**config.mk**
```make
export PLATFORM = sky130hd
export DESIGN_NAME = branch_predictor_param
export DESIGN_NICKNAME = d
export VERILOG_FILES = /design/src/rtl/branch_predictor_param.sv
export SDC_FILE = /design/constraint.sdc
export NUM_CORES = 1
export LEC_CHECK = 0
export ABC_CLOCK_PERIOD_IN_PS = 7700
export CORE_ASPECT_RATIO = 0.9
export CORE_MARGIN = 2
export CORE_UTILIZATION = 35
export DETAILED_ROUTE_END_ITERATION = 6
export PLACE_DENSITY = 0.57
export SLEW_MARGIN = 10
export SYNTH_ARGS = -nofsm -noshare
export SYNTH_HDL_FRONTEND = slang
export SYNTH_SLANG_ARGS = --single-unit
```
**constraint.sdc**
```tcl
create_clock -name clk -period 7.7 [get_ports clk]
set_input_delay 1.54 -clock clk [delete_from_list [all_inputs] [get_ports clk]]
set_output_delay 1.54 -clock clk [all_outputs]
set_load 0.005 [all_outputs]
```
**src/rtl/branch_predictor_param.sv**
```systemverilog
// branch_predictor_param: direct-mapped BTB with per-entry branch type plus a
// PHT of saturating counters, indexed bimodally (MODE 0) or gshare (MODE 1).
// Lookup is combinational; execute-stage resolution updates state on the clock.
// Optional return address stack: define RAS_EN to enable it.
//
// Handshake note: there is no valid/ready pair here. fetchValid qualifies only
// RAS push/pop, and exBranch/exJump qualify one resolution per cycle (never both).
module branch_predictor_param #(
  parameter int ENTRIES   = 16,
  parameter int CTR_BITS  = 2,
  parameter int MODE      = 0,
  parameter int GHR_LEN   = 4,
  parameter int RAS_DEPTH = 4
) (
  input  logic               clk,
  input  logic               rst,
  input  logic [31:0]        fetchPc,
  input  logic               fetchValid,
  output logic               fetchHit,
  output logic [31:0]        fetchTarget,
  output logic [GHR_LEN-1:0] fetchGhr,
  input  logic               exBranch,
  input  logic               exJump,
  input  logic               exIsCall,
  input  logic               exIsRet,
  input  logic               exTaken,
  input  logic [31:0]        exPc,
  input  logic [31:0]        exTarget,
  input  logic [GHR_LEN-1:0] exGhr
);

  localparam int IDX   = $clog2(ENTRIES);
  localparam int TAG_W = 30 - IDX;

  localparam logic [1:0] T_COND = 2'd0;
  localparam logic [1:0] T_JUMP = 2'd1;
  localparam logic [1:0] T_CALL = 2'd2;
  localparam logic [1:0] T_RET  = 2'd3;

  // Counters start weakly not-taken; MSB set means predict taken.
  localparam logic [CTR_BITS-1:0] CTR_INIT = CTR_BITS'((1 << (CTR_BITS - 1)) - 1);
  localparam logic [CTR_BITS-1:0] CTR_MAX  = '1;

  // Prediction state
  logic                btb_valid  [ENTRIES];
  logic [TAG_W-1:0]    btb_tag    [ENTRIES];
  logic [31:0]         btb_target [ENTRIES];
  logic [1:0]          btb_type   [ENTRIES];
  logic [CTR_BITS-1:0] pht        [ENTRIES];
  logic [GHR_LEN-1:0]  ghr;

  // Lookup-side decode
  logic [IDX-1:0]   f_pidx;
  logic [TAG_W-1:0] f_tag;
  logic [IDX-1:0]   f_pht_idx;
  logic [1:0]       f_type;
  logic             hit_btb;

  // Update-side decode
  logic [IDX-1:0]   ex_pidx;
  logic [TAG_W-1:0] ex_tag;
  logic [IDX-1:0]   ex_pht_idx;
  logic [1:0]       ex_type;
  logic [GHR_LEN:0] ghr_shift;

  logic [IDX-1:0] ghr_ext;
  logic [IDX-1:0] ex_ghr_ext;

  // Zero-extend the histories to index width before the gshare XOR.
  always_comb begin
    ghr_ext                   = '0;
    ghr_ext[GHR_LEN-1:0]      = ghr;
    ex_ghr_ext                = '0;
    ex_ghr_ext[GHR_LEN-1:0]   = exGhr;
  end

  assign f_pidx     = fetchPc[IDX+1:2];
  assign f_tag      = fetchPc[31:IDX+2];
  assign f_pht_idx  = (MODE == 1) ? (f_pidx ^ ghr_ext) : f_pidx;
  assign f_type     = btb_type[f_pidx];
  assign hit_btb    = btb_valid[f_pidx] && (btb_tag[f_pidx] == f_tag);

  assign ex_pidx    = exPc[IDX+1:2];
  assign ex_tag     = exPc[31:IDX+2];
  assign ex_pht_idx = (MODE == 1) ? (ex_pidx ^ ex_ghr_ext) : ex_pidx;
  assign ghr_shift  = {ghr, exTaken};

  // Unconditional types always redirect on a BTB hit; conditional ones ask the PHT.
  assign fetchHit = hit_btb && ((f_type != T_COND) || pht[f_pht_idx][CTR_BITS-1]);
  assign fetchGhr = ghr;

`ifdef RAS_EN
  localparam int RP_W  = (RAS_DEPTH > 1) ? $clog2(RAS_DEPTH) : 1;
  localparam int CNT_W = $clog2(RAS_DEPTH + 1);

  logic [31:0]      ras_mem [RAS_DEPTH];
  logic [RP_W-1:0]  ras_top;
  logic [CNT_W-1:0] ras_cnt;
  logic [RP_W-1:0]  ras_next;
  logic [RP_W-1:0]  ras_prev;
  logic             ras_use;
  logic             ras_push;
  logic             ras_pop;
  logic             unused_sig;

  assign ras_next = (ras_top == RP_W'(RAS_DEPTH - 1)) ? '0 : ras_top + RP_W'(1);
  assign ras_prev = (ras_top == '0) ? RP_W'(RAS_DEPTH - 1) : ras_top - RP_W'(1);
  // A RET hit with a non-empty stack predicts the stack top even while stalled.
  assign ras_use  = hit_btb && (f_type == T_RET) && (ras_cnt != '0);
  assign ras_push = fetchValid && fetchHit && (f_type == T_CALL);
  assign ras_pop  = fetchValid && ras_use;
  assign unused_sig = ^{exPc[1:0]};

  // Circular stack: push overwrites the oldest slot once full, count saturates.
  always_ff @(posedge clk) begin
    if (!rst) begin
      ras_top <= '0;
      ras_cnt <= '0;
      for (int i = 0; i < RAS_DEPTH; i++) ras_mem[i] <= '0;
    end else if (ras_push) begin
      ras_mem[ras_next] <= fetchPc + 32'd4;
      ras_top           <= ras_next;
      if (ras_cnt != CNT_W'(RAS_DEPTH)) ras_cnt <= ras_cnt + CNT_W'(1);
    end else if (ras_pop) begin
      ras_top <= ras_prev;
      ras_cnt <= ras_cnt - CNT_W'(1);
    end
  end
`else
  logic unused_sig;
  assign unused_sig = ^{fetchValid, exIsCall, exIsRet, fetchPc[1:0], exPc[1:0]};
`endif

  // Predicted target: BTB target on a hit (or stack top for returns), else zero.
  always_comb begin
    fetchTarget = '0;
    if (hit_btb) fetchTarget = btb_target[f_pidx];
`ifdef RAS_EN
    if (ras_use) fetchTarget = ras_mem[ras_top];
`endif
  end

  // Branch type recorded in the BTB for the resolving instruction.
  always_comb begin
    ex_type = T_COND;
    if (exJump) begin
`ifdef RAS_EN
      if (exIsCall)     ex_type = T_CALL;
      else if (exIsRet) ex_type = T_RET;
      else              ex_type = T_JUMP;
`else
      ex_type = T_JUMP;
`endif
    end
  end

  // Resolution update: PHT and GHR for branches, BTB fill for any taken transfer.
  always_ff @(posedge clk) begin
    if (!rst) begin
      ghr <= '0;
      for (int i = 0; i < ENTRIES; i++) begin
        btb_valid[i]  <= 1'b0;
        btb_tag[i]    <= '0;
        btb_target[i] <= '0;
        btb_type[i]   <= T_COND;
        pht[i]        <= CTR_INIT;
      end
    end else begin
      if (exBranch) begin
        if (exTaken && (pht[ex_pht_idx] != CTR_MAX))
          pht[ex_pht_idx] <= pht[ex_pht_idx] + CTR_BITS'(1);
        else if (!exTaken && (pht[ex_pht_idx] != '0))
          pht[ex_pht_idx] <= pht[ex_pht_idx] - CTR_BITS'(1);
        ghr <= ghr_shift[GHR_LEN-1:0];
      end
      if ((exBranch || exJump) && exTaken) begin
        btb_valid[ex_pidx]  <= 1'b1;
        btb_tag[ex_pidx]    <= ex_tag;
        btb_target[ex_pidx] <= exTarget;
        btb_type[ex_pidx]   <= ex_type;
      end
    end
  end

endmodule
```
==> results.md <==
- Adder-cell share of the synthesized area: 0%
- RePlAce Congestion: 0.788
- Setup Skew: 15.2 ps
- CP max stage cell: or4b_4
- Finish-stage setup viols: 0
- Fin. max-slew vios: 0
- Cell row count: 126
- Syn_area_per_cell: 15.1 um^2
- Flops & latches, synth: 996
- Peak supply drop: 0.204 mV
- Crit Path Class: primary input to output port
- Hold Vio Cnt, Final: 0
- Clock latency on the worst-skew pair: 700 ps
- DRC Markers: 0
- Final Cycle Share: 93.2%
- Core Area: 131000 um^2
- Slew @ Worst Pin: 1240 ps
- Flop pwr share: 50.8%
- Die span in x: 387 um
- RSZ-0062 raised after global routing: no
- Initial core utilization: 35.3%
- Number of flops mapped to enable cells by yosys: 960
- Mux cell area share after synthesis: 14.5%
- Die Y: 349 um
- Total power: 12.4 mW
- Post-CTS setup buffers: 0
- Critical path arrival: 5640 ps
- Fin crit period: 7180 ps
- Crit path buf inv count: 4
- Nets: 3134
- Data required time of the worst path: 6160 ps
- Comb power frac: 8.8%
- TritonCTS Buffers: 109
- Reg clk slew, reported paths: 60 ps
- Commonest cells after routing, fill and taps aside: edfxtp_1 (960), and3_1 (873), mux4_2 (230), clkdlybuf4s50_1 (128), clkbuf_16 (109)
- Largest family of logic cells by synthesized area: simple AND/OR/NAND/NOR gates
- Worst min path class: flop to flop
- Post-CTS resize count: 0
- Clock Sinks: 996
- Total GRT Usage: 20.7%
- Post-Route WL: 141 mm
- Antenna violations before repair: 19
- Die area: 135000 um^2
- DP HPWL: 71.2 mm
- Clock power share: 40.4%
- Total number of vias: 27914
- Switch share: 24.0%
- I/O Pins: 145
- Vias per cell: 5.76
- Post-Syn Area: 46300 um^2
- Port Buf Inserts: 133
- Startpoint Class: primary input
- CTS Hold Bufs: 0
- Commonest non-fill, non-tap cell in the layout: edfxtp_1
- Vias in the first global route: 28130
- LEAKAGE: 20.5 nW
- Asr flop ratio synth: 0%
- Mapped Cells: 3059
- Post-route ant nets: 0
- First-pass GRT wire length: 205 mm
- CP max stage delay: 730 ps
- Simple-gate area share of the yosys netlist: 15.7%
- Worst slew margin: 17.1%
- Crit-path most repeated cell: buf_4
- TritonRoute pass-1 iters: 5
- CTS Root Buffer Type: clkbuf_16
- Iter 0 DRT Violations: 3851
- Top delay family on crit path: buffers and inverters
- Switching power: 2.97 mW
- CP max FO: 34
- Compound-Gate Fraction of Synth Area: 1.96%
- Register area share after synthesis: 63.8%
- Library cells used by synthesis: 61
- Sequence of cells on the critical path: buf_8 -> buf_4 -> mux4_2 -> xnor2_1 -> nand2_1 -> a2111oi_2 -> or4b_4 -> nor4b_1 -> buf_4 -> clkdlybuf4s50_1
- Area growth, synth to finish: 13.4%
- GRT overflow: 0
- Clock buffer depth: 3
- Final TNS setup: 0 ps
- Routed length per placed instance: 29.1 um
- CP Capture Type: output port
- Synth Flop Type: edfxtp_1
- CTS tree: yes
- Internal power: 9.42 mW
- Status: completed
- Fmax: 139 MHz
- Post-Syn Nets: 3167
- Power per cell area: 236 nW/um^2
- Fraction of layout instances using a drive strength above 1: 17.4%
- Xor/xnor cell area share of the yosys netlist: 0.454%
- Synth Warn #: 0
- Max_cap viols: 0
- CTS H-Tree Depth: 3
- Largest net degree at the start of global routing: 275
-- cell usage after synthesis (all sizes together) (4+ instances only) --
cell type / instances / area, um^2
edfxtp: 960 / 28800
and3: 873 / 5460
nor2: 44 / 165
a32o: 16 / 160
mux4: 246 / 5600
nand4: 6 / 37.5
clkbuf: 284 / 1080
nand3b: 4 / 30.0
inv: 11 / 41.3
a31oi: 4 / 25.0
nand3: 13 / 65.1
and2: 61 / 382
nor3: 18 / 90.1
a22o: 6 / 52.6
mux2i: 106 / 1060
o21ai: 22 / 110
a221oi: 6 / 58.8
a22oi: 21 / 158
a211oi: 6 / 45.0
nor2b: 14 / 87.6
xnor2: 16 / 140
nand2: 112 / 420
xor2: 8 / 70.1
nor4: 4 / 37.5
o211ai: 5 / 37.5
nand2b: 5 / 31.3
nor4b: 31 / 447
dfxtp: 36 / 721
a21oi: 11 / 55.1
buf: 79 / 542
-- power by group through the flow --
stage                     registers, mW  clock network (mW)  logic [mW]
after floorplan                    6.39                   0       0.653
after global placement             6.40                   0        1.09
after detailed placement           6.41                   0        1.09
after CTS                          6.30                5.05        1.10
after global routing               6.32                5.26        1.15
final                              6.29                5.00        1.09
-- area by class of cell --
class | count | area [um^2]
Antenna cell | 7 | 17.5
Clock buffer | 128 | 2800
Clock inverter | 70 | 557
Fill cell | 12007 | 78600
Inverter | 11 | 41.3
Multi-Input combinational cell | 1689 | 15300
Sequential cell | 996 | 29500
Tap cell | 1728 | 2160
Timing Repair Buffer | 219 | 2060
-- metrics by stage --
| stage | setup WS [ps] | hold slack [ps] | utilization (%) | area (um^2) | cells |
|---|---|---|---|---|---|
| after floorplan | 1920 | 415 | - | 46300 | 3059 |
| after global placement | 492 | 429 | 37.5 | 49100 | 4643 |
| after detailed placement | 504 | 430 | 37.5 | 49100 | 4643 |
| after CTS | 491 | 439 | 40.0 | 52500 | 4841 |
| after global routing | 330 | 456 | 40.0 | 52500 | 4845 |
| final | 522 | 442 | 40.0 | 52500 | 4848 |
-- worst paths after layout --
path	start	endpoint	slack [ps]	cells past startpoint
hold / removal	btb_valid[3]$_DFF_P_	btb_valid[3]$_DFF_P_	440	2
setup reg to reg	pht[11][0]$_SDFFCE_PN1P_	pht[11][0]$_SDFFCE_PN1P_	4240	6
hold reg to reg	btb_valid[3]$_DFF_P_	btb_valid[3]$_DFF_P_	440	2
setup / recovery	fetchPc[2]	fetchTarget[31]	520	10
-- registers in the layout (all words and copies together) (netlist names) --
signal	count
btb_tag	416
fetchGhr	4
btb_valid	16
pht	32
btb_target	512
btb_type	16
-- kinds of logic after synthesis --
group | Yosys count
buffers and inverters | 374
and+or+nand+nor | 1189
AOI/OAI and AO/OA | 121
DFF | 996
muxes | 355
xor gates and xnor gates | 24
-- per-layer routing --
metal	up-vias	global-route usage, %	part of all wire [%]
li1	11983	-	-
met1	14546	30.1	43
met2	1215	32.5	47
met3	164	3.18	8.5
met4	6	4.93	1.7
met5	-	0	0.025
-- tightest hold or removal path: cells and delay by family (launching register included) --
kind	cells	cell delay [ps]
flip-flops	1	310
AND/OR/NAND/NOR	2	90
Power figures use the tool's default switching activity.
